### src/rtl/jesd204_tx_link_seq.sv
// JESD204B transmit link-layer sequencer: CGS / ILAS / DATA generation, 4 octets
// per lane per clock, with a SYSREF-aligned LMFC counter and SYNC_n resync handling.
module jesd204_tx_link_seq #(
  parameter int LANES        = 4,
  parameter int SYNC_REQ_CYC = 4
) (
  input  logic                         CLK,
  input  logic                         RST_n,
  input  logic                         EN,
  input  logic [7:0]                   F,
  input  logic [4:0]                   K,
  input  logic [7:0]                   NUM_ILAS,
  input  logic [LANES-1:0]             LANE_EN,
  input  logic [LANES-1:0][13:0][7:0]  CFG,
  input  logic                         SYNC_n,
  input  logic                         SYSREF,
  input  logic [LANES-1:0][3:0][7:0]   DI,
  output logic [LANES-1:0][3:0][7:0]   DO,
  output logic [LANES-1:0][3:0]        DO_K,
  output logic                         RDY,
  output logic [1:0]                   STATE,
  output logic                         LMFC
);

  typedef enum logic [1:0] {
    ST_IDLE = 2'd0,
    ST_CGS  = 2'd1,
    ST_ILAS = 2'd2,
    ST_DATA = 2'd3
  } state_t;

  localparam int               RUN_W    = $clog2(SYNC_REQ_CYC + 1);
  localparam logic [RUN_W-1:0] RUN_LAST = RUN_W'(SYNC_REQ_CYC - 1);

  localparam logic [7:0] OCT_K28_5 = 8'hBC;
  localparam logic [7:0] OCT_R     = 8'h1C;
  localparam logic [7:0] OCT_A     = 8'h7C;
  localparam logic [7:0] OCT_Q     = 8'h9C;

  // Multiframe geometry; the configuration is static while the link runs.
  logic [13:0] f_plus1;
  logic [13:0] k_plus1;
  logic [13:0] mf_oct;
  logic [13:0] mf_oct_m1;
  logic [11:0] mf_cyc_m1;

  assign f_plus1   = {6'd0, F} + 14'd1;
  assign k_plus1   = {9'd0, K} + 14'd1;
  assign mf_oct    = f_plus1 * k_plus1;
  assign mf_oct_m1 = mf_oct - 14'd1;
  assign mf_cyc_m1 = mf_oct[13:2] - 12'd1;

  state_t           state_reg, state_next;
  logic [10:0]      lmfc_cnt_reg, lmfc_cnt_next;
  logic             sysref_d_reg;
  logic             sysref_edge;
  logic [10:0]      ilas_cyc_reg, ilas_cyc_next;
  logic [7:0]       ilas_mf_reg, ilas_mf_next;
  logic [RUN_W-1:0] run_reg, run_next;
  logic             ilas_cyc_last;

  logic [LANES-1:0][3:0][7:0] do_reg, do_next;
  logic [LANES-1:0][3:0]      do_k_reg, do_k_next;
  logic                       rdy_reg;
  logic [1:0]                 state_out_reg;
  logic                       lmfc_reg;

  assign sysref_edge   = SYSREF & ~sysref_d_reg;
  assign ilas_cyc_last = ({1'b0, ilas_cyc_reg} >= mf_cyc_m1);

  always_comb begin
    lmfc_cnt_next = lmfc_cnt_reg + 11'd1;
    if (sysref_edge || ({1'b0, lmfc_cnt_reg} >= mf_cyc_m1)) begin
      lmfc_cnt_next = 11'd0;
    end
  end

  // lmfc_cnt_next == 0 means the cycle after this edge is a multiframe
  // boundary, so ILAS octet 0 lines up with the LMFC pulse on the outputs.
  always_comb begin
    state_next    = state_reg;
    ilas_cyc_next = ilas_cyc_reg;
    ilas_mf_next  = ilas_mf_reg;
    run_next      = '0;
    if (!EN) begin
      state_next = ST_IDLE;
    end else begin
      case (state_reg)
        ST_IDLE: state_next = ST_CGS;
        ST_CGS: begin
          if ((lmfc_cnt_next == 11'd0) && SYNC_n) begin
            state_next    = ST_ILAS;
            ilas_cyc_next = 11'd0;
            ilas_mf_next  = 8'd0;
          end
        end
        ST_ILAS: begin
          if (!SYNC_n) begin
            state_next = ST_CGS;
          end else if (ilas_cyc_last) begin
            ilas_cyc_next = 11'd0;
            ilas_mf_next  = ilas_mf_reg + 8'd1;
            if (ilas_mf_reg == NUM_ILAS) begin
              state_next = ST_DATA;
            end
          end else begin
            ilas_cyc_next = ilas_cyc_reg + 11'd1;
          end
        end
        ST_DATA: begin
          if (!SYNC_n) begin
            if (run_reg == RUN_LAST) begin
              state_next = ST_CGS;
            end else begin
              run_next = run_reg + 1'b1;
            end
          end
        end
        default: state_next = ST_IDLE;
      endcase
    end
  end

  for (genvar gi = 0; gi < LANES; gi++) begin : g_lane
    for (genvar gj = 0; gj < 4; gj++) begin : g_oct
      logic [12:0] pos;
      logic [3:0]  cfg_idx;
      logic [7:0]  oct;
      logic        is_k;

      assign pos     = {ilas_cyc_reg, 2'(gj)};
      assign cfg_idx = pos[3:0] - 4'd2;

      always_comb begin
        oct  = 8'h00;
        is_k = 1'b0;
        if (LANE_EN[gi]) begin
          case (state_reg)
            ST_CGS: begin
              oct  = OCT_K28_5;
              is_k = 1'b1;
            end
            ST_ILAS: begin
              if (pos == 13'd0) begin
                oct  = OCT_R;
                is_k = 1'b1;
              end else if ({1'b0, pos} == mf_oct_m1) begin
                oct  = OCT_A;
                is_k = 1'b1;
              end else if ((ilas_mf_reg == 8'd1) && (pos == 13'd1)) begin
                oct  = OCT_Q;
                is_k = 1'b1;
              end else if ((ilas_mf_reg == 8'd1) && (pos >= 13'd2) && (pos <= 13'd15)) begin
                oct = CFG[gi][cfg_idx];
              end else begin
                oct = pos[7:0];
              end
            end
            ST_DATA: oct = DI[gi][gj];
            default: oct = 8'h00;
          endcase
        end
      end

      assign do_next[gi][gj]   = oct;
      assign do_k_next[gi][gj] = is_k;
    end
  end

  always_ff @(posedge CLK or negedge RST_n) begin
    if (!RST_n) begin
      state_reg     <= ST_IDLE;
      lmfc_cnt_reg  <= 11'd0;
      sysref_d_reg  <= 1'b0;
      ilas_cyc_reg  <= 11'd0;
      ilas_mf_reg   <= 8'd0;
      run_reg       <= '0;
      do_reg        <= '0;
      do_k_reg      <= '0;
      rdy_reg       <= 1'b0;
      state_out_reg <= 2'd0;
      lmfc_reg      <= 1'b0;
    end else begin
      state_reg     <= state_next;
      lmfc_cnt_reg  <= lmfc_cnt_next;
      sysref_d_reg  <= SYSREF;
      ilas_cyc_reg  <= ilas_cyc_next;
      ilas_mf_reg   <= ilas_mf_next;
      run_reg       <= run_next;
      do_reg        <= do_next;
      do_k_reg      <= do_k_next;
      rdy_reg       <= (state_reg == ST_DATA);
      state_out_reg <= state_reg;
      lmfc_reg      <= (lmfc_cnt_reg == 11'd0);
    end
  end

  assign DO    = do_reg;
  assign DO_K  = do_k_reg;
  assign RDY   = rdy_reg;
  assign STATE = state_out_reg;
  assign LMFC  = lmfc_reg;

endmodule
### config.mk
export PLATFORM = sky130hd
export DESIGN_NAME = jesd204_tx_link_seq
export DESIGN_NICKNAME = d
export VERILOG_FILES = /design/src/rtl/jesd204_tx_link_seq.sv
export SDC_FILE = /design/constraint.sdc
export NUM_CORES = 1
export LEC_CHECK = 0
export ABC_AREA = 1
export CORE_AREA = 2 2 294 296
export DETAILED_ROUTE_END_ITERATION = 8
export DIE_AREA = 0 0 296 298
export PLACE_DENSITY_LB_ADDON = 0.25
export SYNTH_ARGS = -nofsm -noshare
export SYNTH_HDL_FRONTEND = slang
export SYNTH_SLANG_ARGS = --single-unit
### constraint.sdc
create_clock -name CLK -period 4 [get_ports CLK]
set_input_delay 0.8 -clock CLK [delete_from_list [all_inputs] [get_ports CLK]]
set_output_delay 0.8 -clock CLK [all_outputs]
set_load 0.01 [all_outputs]
# After elaboration in Yosys (flattened, before gate mapping)
# Cells that the tools add are included.
# W data, S select, Z words.
[word_totals]
register_bits = 184
input_bits = 606
output_inout_bits = 148
wordCells = 265
[classes]
n_addsub = 12
multipliers = 1
order_cmp = 14
eq_ne = 18
mux = 166
n_bitwise = 2
n_reduce_logical = 23
[ops]
columns = ["op", "n"]
rows = [
  ["$mux W8", 87],
  ["$bmux W8 S4", 16],
  ["$pmux W8 S3", 16],
  ["$eq A13 B14 Y1", 4],
  ["$ge A13 B2 Y1 const B", 4],
  ["$le A13 B4 Y1 const B", 4],
  ["$logic_not A13 Y1", 4],
  ["$mux W11", 4],
  ["$logic_not A11 Y1", 3],
  ["$mux W1", 25],
  ["$ge A11 B12 Y1", 2],
  ["$add A11 B1 Y11 const B", 2],
  ["$pmux W11 S2", 1],
  ["$lt A4 B5 Y1 const B", 4],
  ["$pmux W8 S2", 1],
  ["$sub A4 B2 Y4 const B", 4],
  ["$mul A9 B6 Y14", 1],
  ["$mux W2", 7],
  ["$sub A14 B1 Y14 const B", 1],
  ["$mux W3", 4],
  ["$sub A12 B1 Y12 const B", 1],
  ["$logic_and A1 B1 Y1", 10],
  ["$reduce_and A5 Y1", 2],
  ["$add A8 B1 Y9 const B", 1],
  ["other kinds (19)", 28],
]

# Depth between registers and ports, before layout
[logic_depth]
word_depth = 11
ltp_mapped = 42
ltp_nobuf = 41

# Least setup slack after synthesis
# OpenSTA, ideal clock, no wires.
[synth_path]
path_kind = "input to register"
startpoint = "input F[2]"
endpoint = "register ilas_mf_reg[7]"
t_arrival_ps = 5982
required_ps = 3882
slack_ps = -2100
path_stages = 38
path_buffers = 1
cell_sequence = "nand3_1 > nand3b_1 > nor3b_1 > xnor2_1 > nor2_1 > fa_1 > fa_1 > inv_1 > fa_1 > inv_1 > ha_1 > nand2_1 > nor2_1 > nand2_1 > nand3_1 > nand2_1 > nand2_2 > nand2_4 > (+2 left out) > nand2_1 > nor2_1 > a211oi_1 > nand2_1 > nand2_1 > nand2_1 > nand2_1 > nand2_1 > nand3_1 > nand3_1 > nand2_1 > nor2_1 > nand3_1 > nand2_1 > nand3_2 > buf_6 > nand2_1 > o21ai_2"
[synth_via]
elab_chain_len = 10
word_cells_on_any_way = 12
[synth_rtl]
columns = ["element", "line", "rtl"]
rows = [
  ["from (decl)", "10", "input logic [7:0] F,"],
  ["$add A8 B1 Y9 *", "47", "assign f_plus1 = {6'd0, F} + 14'd1;"],
  ["$mul A9 B6 Y14 *", "49", "assign mf_oct = f_plus1 * k_plus1;"],
  ["$sub A12 B1 Y12 *", "51", "assign mf_cyc_m1 = mf_oct[13:2] - 12'd1;"],
  ["$ge A11 B12 Y1", "73", "if (sysref_edge || ({1'b0, lmfc_cnt_reg} >= mf_cyc_m1)) begin"],
  ["$logic_or A1 B1 Y1", "73", ""],
  ["$mux W11", "73", ""],
  ["$logic_not A11 Y1", "91", "if ((lmfc_cnt_next == 11'd0) && SYNC_n) begin"],
  ["$logic_and A1 B1 Y1", "91", ""],
  ["$ne A2 B2 Y1 (no source line)", "-", ""],
  ["$reduce_and A5 Y1 (no source line) *", "-", ""],
  ["to (signal assigned)", "188", "ilas_mf_reg <= ilas_mf_next;"],
  ["to (decl)", "58", "logic [7:0] ilas_mf_reg, ilas_mf_next;"],
]
# Mark *: on every way between the ends. The rest lies on a longest branch, timed or not.
# A chain may end at the register's enable or synchronous reset.

# Worst setup path in the final report
[layout_path]
startpoint = "input F[2]"
endpoint = "register ilas_cyc_reg[0]"
[layout_via]
elab_chain_len = 10
word_cells_on_any_way = 14
[layout_rtl]
columns = ["element", "line", "rtl"]
rows = [
  ["$add A8 B1 Y9 *", "47", ""],
  ["$mul A9 B6 Y14 *", "49", ""],
  ["$sub A12 B1 Y12 *", "51", ""],
  ["$ge A11 B12 Y1", "73", ""],
  ["$logic_or A1 B1 Y1", "73", ""],
  ["$mux W11", "73", ""],
  ["$logic_not A11 Y1", "91", ""],
  ["$logic_and A1 B1 Y1", "91", ""],
  ["$ne A2 B2 Y1 (no source line)", "-", ""],
  ["$reduce_and A4 Y1 (no source line)", "-", ""],
  ["to (signal assigned)", "187", "ilas_cyc_reg <= ilas_cyc_next;"],
  ["to (decl)", "57", "logic [10:0] ilas_cyc_reg, ilas_cyc_next;"],
]
# Mark *: on every way between the ends. The rest lies on a longest branch, timed or not. The select of a mux whose other input is x is not followed.

==> reports/qor.json <==
{
  "power_and_ir_drop": {
    "combinational_share_of_power_pct": 65.5,
    "largest_vdd_supply_drop_uv": 355,
    "netSwitchingFraction_pct": 45.8,
    "p_leak_nw": 12.2,
    "clockPowerShare_pct": 14.9,
    "cellInternalPower_w": 0.00656,
    "p_per_area_nw_per_um2": 431,
    "power.switching_w": 0.00554,
    "power_frac_seq_pct": 19.7
  },
  "detailed_routing": {
    "dr.pass1.iters": 6,
    "drt-initial-drc-count": 1428,
    "ant_nets": 0,
    "vias_per_cell": 4.62,
    "totalWireLength_um": 103000,
    "drc": 0,
    "post_drt_wl_per_cell_um": 23.8,
    "detailroute.via_count": 20000
  },
  "clock_network": {
    "clockRootBuffer": "sky130_fd_sc_hd__clkbuf_16",
    "cts.sinks": 184,
    "cts_tree": "yes",
    "clk-insertion-delay-late_ns": 0.50,
    "worst_setup_hold_path_clk_slew_ns": 0.08,
    "tritoncts.num_buffers": 17,
    "cts_max_path_buffers": 2,
    "cts_max_level": 4,
    "hold_buffers": 0
  },
  "synth": {
    "yosys-top-cells-count": "sky130_fd_sc_hd__nand2_1, sky130_fd_sc_hd__a21oi_1, sky130_fd_sc_hd__nor2_1",
    "netlist-cell-type-count": 54,
    "mappedNetlistNets": 2986,
    "synth_largest_type_area_fraction_pct": 29.8,
    "synth.most_common_cell": "sky130_fd_sc_hd__nand2_1",
    "synthesis.yosys.warnings": 0,
    "synth.yosys.seq_area_share_pct": 29.8,
    "synthCells": 2295,
    "synthesis.area_um2": 15500,
    "synth_async_sr_flop_share_pct": 100,
    "postSynthRegisterBits": 184,
    "synth_top_area_cell": "sky130_fd_sc_hd__dfrtp_1",
    "top_cells_by_area_in_the_synthesized_netlist": "sky130_fd_sc_hd__dfrtp_1, sky130_fd_sc_hd__nand2_1, sky130_fd_sc_hd__a21oi_1, sky130_fd_sc_hd__nor2_1, sky130_fd_sc_hd__o21ai_0",
    "dominantRegCellSynth": "sky130_fd_sc_hd__dfrtp_1",
    "synth_enable_flop_cells": 0,
    "synth_area_per_cell_um2": 6.74
  },
  "sta": {
    "final.setup.worst_slack_ns": -2.02,
    "clock_skew_ns": 0.0292,
    "min_period_over_period_pct": 150,
    "fin_crit_ns": 6.02,
    "worst_pin_slew_ns": 1.19,
    "hold_violations": 0,
    "unrepaired_setup_endpoints_after_global_routing": "yes",
    "maxSlewViolCount": 0,
    "setup_total_negative_slack_ns": -274.40,
    "max_slew_margin_pct": 20.8,
    "setup_viol": 176,
    "max_freq_ghz": 0.166
  },
  "die": {
    "fp.dieH_um": 298,
    "io_pins": 754,
    "initial_utilization_pct": 18.2,
    "floorplan.core_area_um2": 84900,
    "num_rows": 107,
    "die_width_um": 296,
    "area_of_the_die_um2": 88200
  },
  "critical_path": {
    "critPathMaxStageDelay_ns": 0.56,
    "slowest_stage": "sky130_fd_sc_hd__fa_1",
    "critical_path_peak_fanout": 6,
    "cp_common_cell": "sky130_fd_sc_hd__nand2_2",
    "worstSetupPathType": "input port to register",
    "critPathArrivalTime_ns": 6.43,
    "worstSetupEndpointType": "register",
    "cp.required_ns": 4.41,
    "regToRegSetupSlack_ns": 0.60,
    "start_kind": "input port",
    "worst-r2r-cell-count": 10
  },
  "cells_and_area": {
    "areaGrowthSynthToFinish_pct": 81.6,
    "post_route_cells_drive_above_1_share_pct": 19.2,
    "finalNonFillerCells": 4331,
    "largest_reg_flops": 128,
    "utilization_pct": 33.1,
    "multi_input_area_um2": 10900,
    "area.sequential_um2": 4610,
    "postLayoutCellArea_um2": 28100,
    "final_net_count": 3857,
    "n_fill_cell": 9121
  },
  "min_path": {
    "hold_class": "input port to async pin"
  },
  "job": {
    "maxCapViolCount": 0
  },
  "place": {
    "placedInstanceArea_um2": 25800,
    "place.detailed.instances": 4238,
    "dp.final_hpwl_um": 80100,
    "place_congestion": 0.886,
    "numPortBuffers": 753,
    "pre_cts_ws_ns": -3.02
  },
  "global_route": {
    "grt.overflow.total": 0,
    "grt_pass1_wl_um": 142000,
    "grt_antenna_before_repair": 21,
    "grt_pass1_vias": 19900,
    "grt_start_max_net_pins": 160,
    "grt_usage_pct": 22.4
  },
  "run_status": {
    "failed_checks": "setup timing",
    "outcome": "finished with violations"
  }
}
## final timing paths
| path | start | to |
|---|---|---|
| min reg2reg | run_reg[0] | run_reg[0] |
| min | RST_n | DO[50] |
| max in group asynchronous | RST_n | DO[49] |
| max reg2reg | ilas_cyc_reg[6] | DO[97] |
| max | F[2] | ilas_cyc_reg[0] |
| min in group CLK | run_reg[0] | run_reg[0] |
## layer usage
| layer | up-vias | global-route usage (%) | part of all wire (%) | wire (um) |
|---|---|---|---|---|
| met3 | 110 | 4.93 | 7.2 | 7370 |
| met1 | 9621 | 28.7 | 43 | 44200 |
| li1 | 9440 | - | - | - |
| met5 | - | 0 | 0.063 | 65 |
| met2 | 830 | 37.2 | 47 | 48700 |
| met4 | 12 | 6.94 | 2.5 | 2620 |
## cell type report
type                       count  area share [%]
antenna                        9          0.0802
clock buffer                  18            1.56
inverter                     202            2.79
clock inverter                13           0.486
tap                         1144            5.10
timing repair buffer         994            34.9
sequential                   184            16.4
multi-input combinational   1767            38.7
## cells in the final DEF, fill, tap and decap left out, drive strengths merged, types with 7 or more instances in the layout
cell,instances
clkdlybuf4s50,740
nand2,522
nor2,294
a21oi,289
buf,247
o21ai,214
inv,201
dfrtp,184
nand3,101
ha,57
o22ai,40
xor2,33
a221oi,28
nand4,28
fa,28
nor3,22
clkbuf,21
a211oi,13
a31oi,13
a32o,12
clkinv,12
xnor2,11
diode,9
o211ai,9
a22oi,9
nand3b,7
nor4,7
## per-stage QoR
step / hold slack (ns) / total power, W
after floorplan: 0.414 / 0.00570
after global placement: 0.435 / 0.00939
after detailed placement: 0.442 / 0.00938
after CTS: 0.134 / 0.0117
after global routing: 0.146 / 0.0129
final: 0.159 / 0.0121
## power groups by stage
stage / combinational, W / sequential [W] / clock, W
6_report: 0.00792 / 0.00238 / 0.00180
5_1_grt: 0.00858 / 0.00242 / 0.00192
4_1_cts: 0.00741 / 0.00238 / 0.00186
3_5_place_dp: 0.00697 / 0.00241 / 0
3_3_place_gp: 0.00698 / 0.00241 / 0
2_1_floorplan: 0.00315 / 0.00255 / 0
## critical path: cells and delay by family
family / cells / cell delay [ns]
buf+inv: 10 / 0.97
xor+xnor: 2 / 0.36
simple gates: 18 / 1.86
compound gates: 3 / 0.32
fa+ha+maj: 5 / 2.09
## cell families (layout without fill, tap and decap cells)
| group | Yosys count | in the layout | share of synthesized area [%] |
|---|---|---|---|
| buffers and inverters | 344 | 1227 | 8.69 |
| AO/OA/AOI/OAI | 649 | 649 | 23.7 |
| flip-flops | 184 | 184 | 29.8 |
| other | 0 | 9 | 0 |
| adder cells (fa/ha/maj) | 85 | 85 | 8.23 |
| XOR/XNOR | 44 | 44 | 2.49 |
| AND/OR/NAND/NOR | 989 | 989 | 27.1 |
## what timing repair did
item | 4_1_cts | 5_1_grt
gates resized for setup | 159 | 192
setup buffers | 28 | 24
pin swaps | 66 | 75
cloned | 3 | 1
endpoints found under the setup margin | 176 | 176
Power figures use the tool's default switching activity.
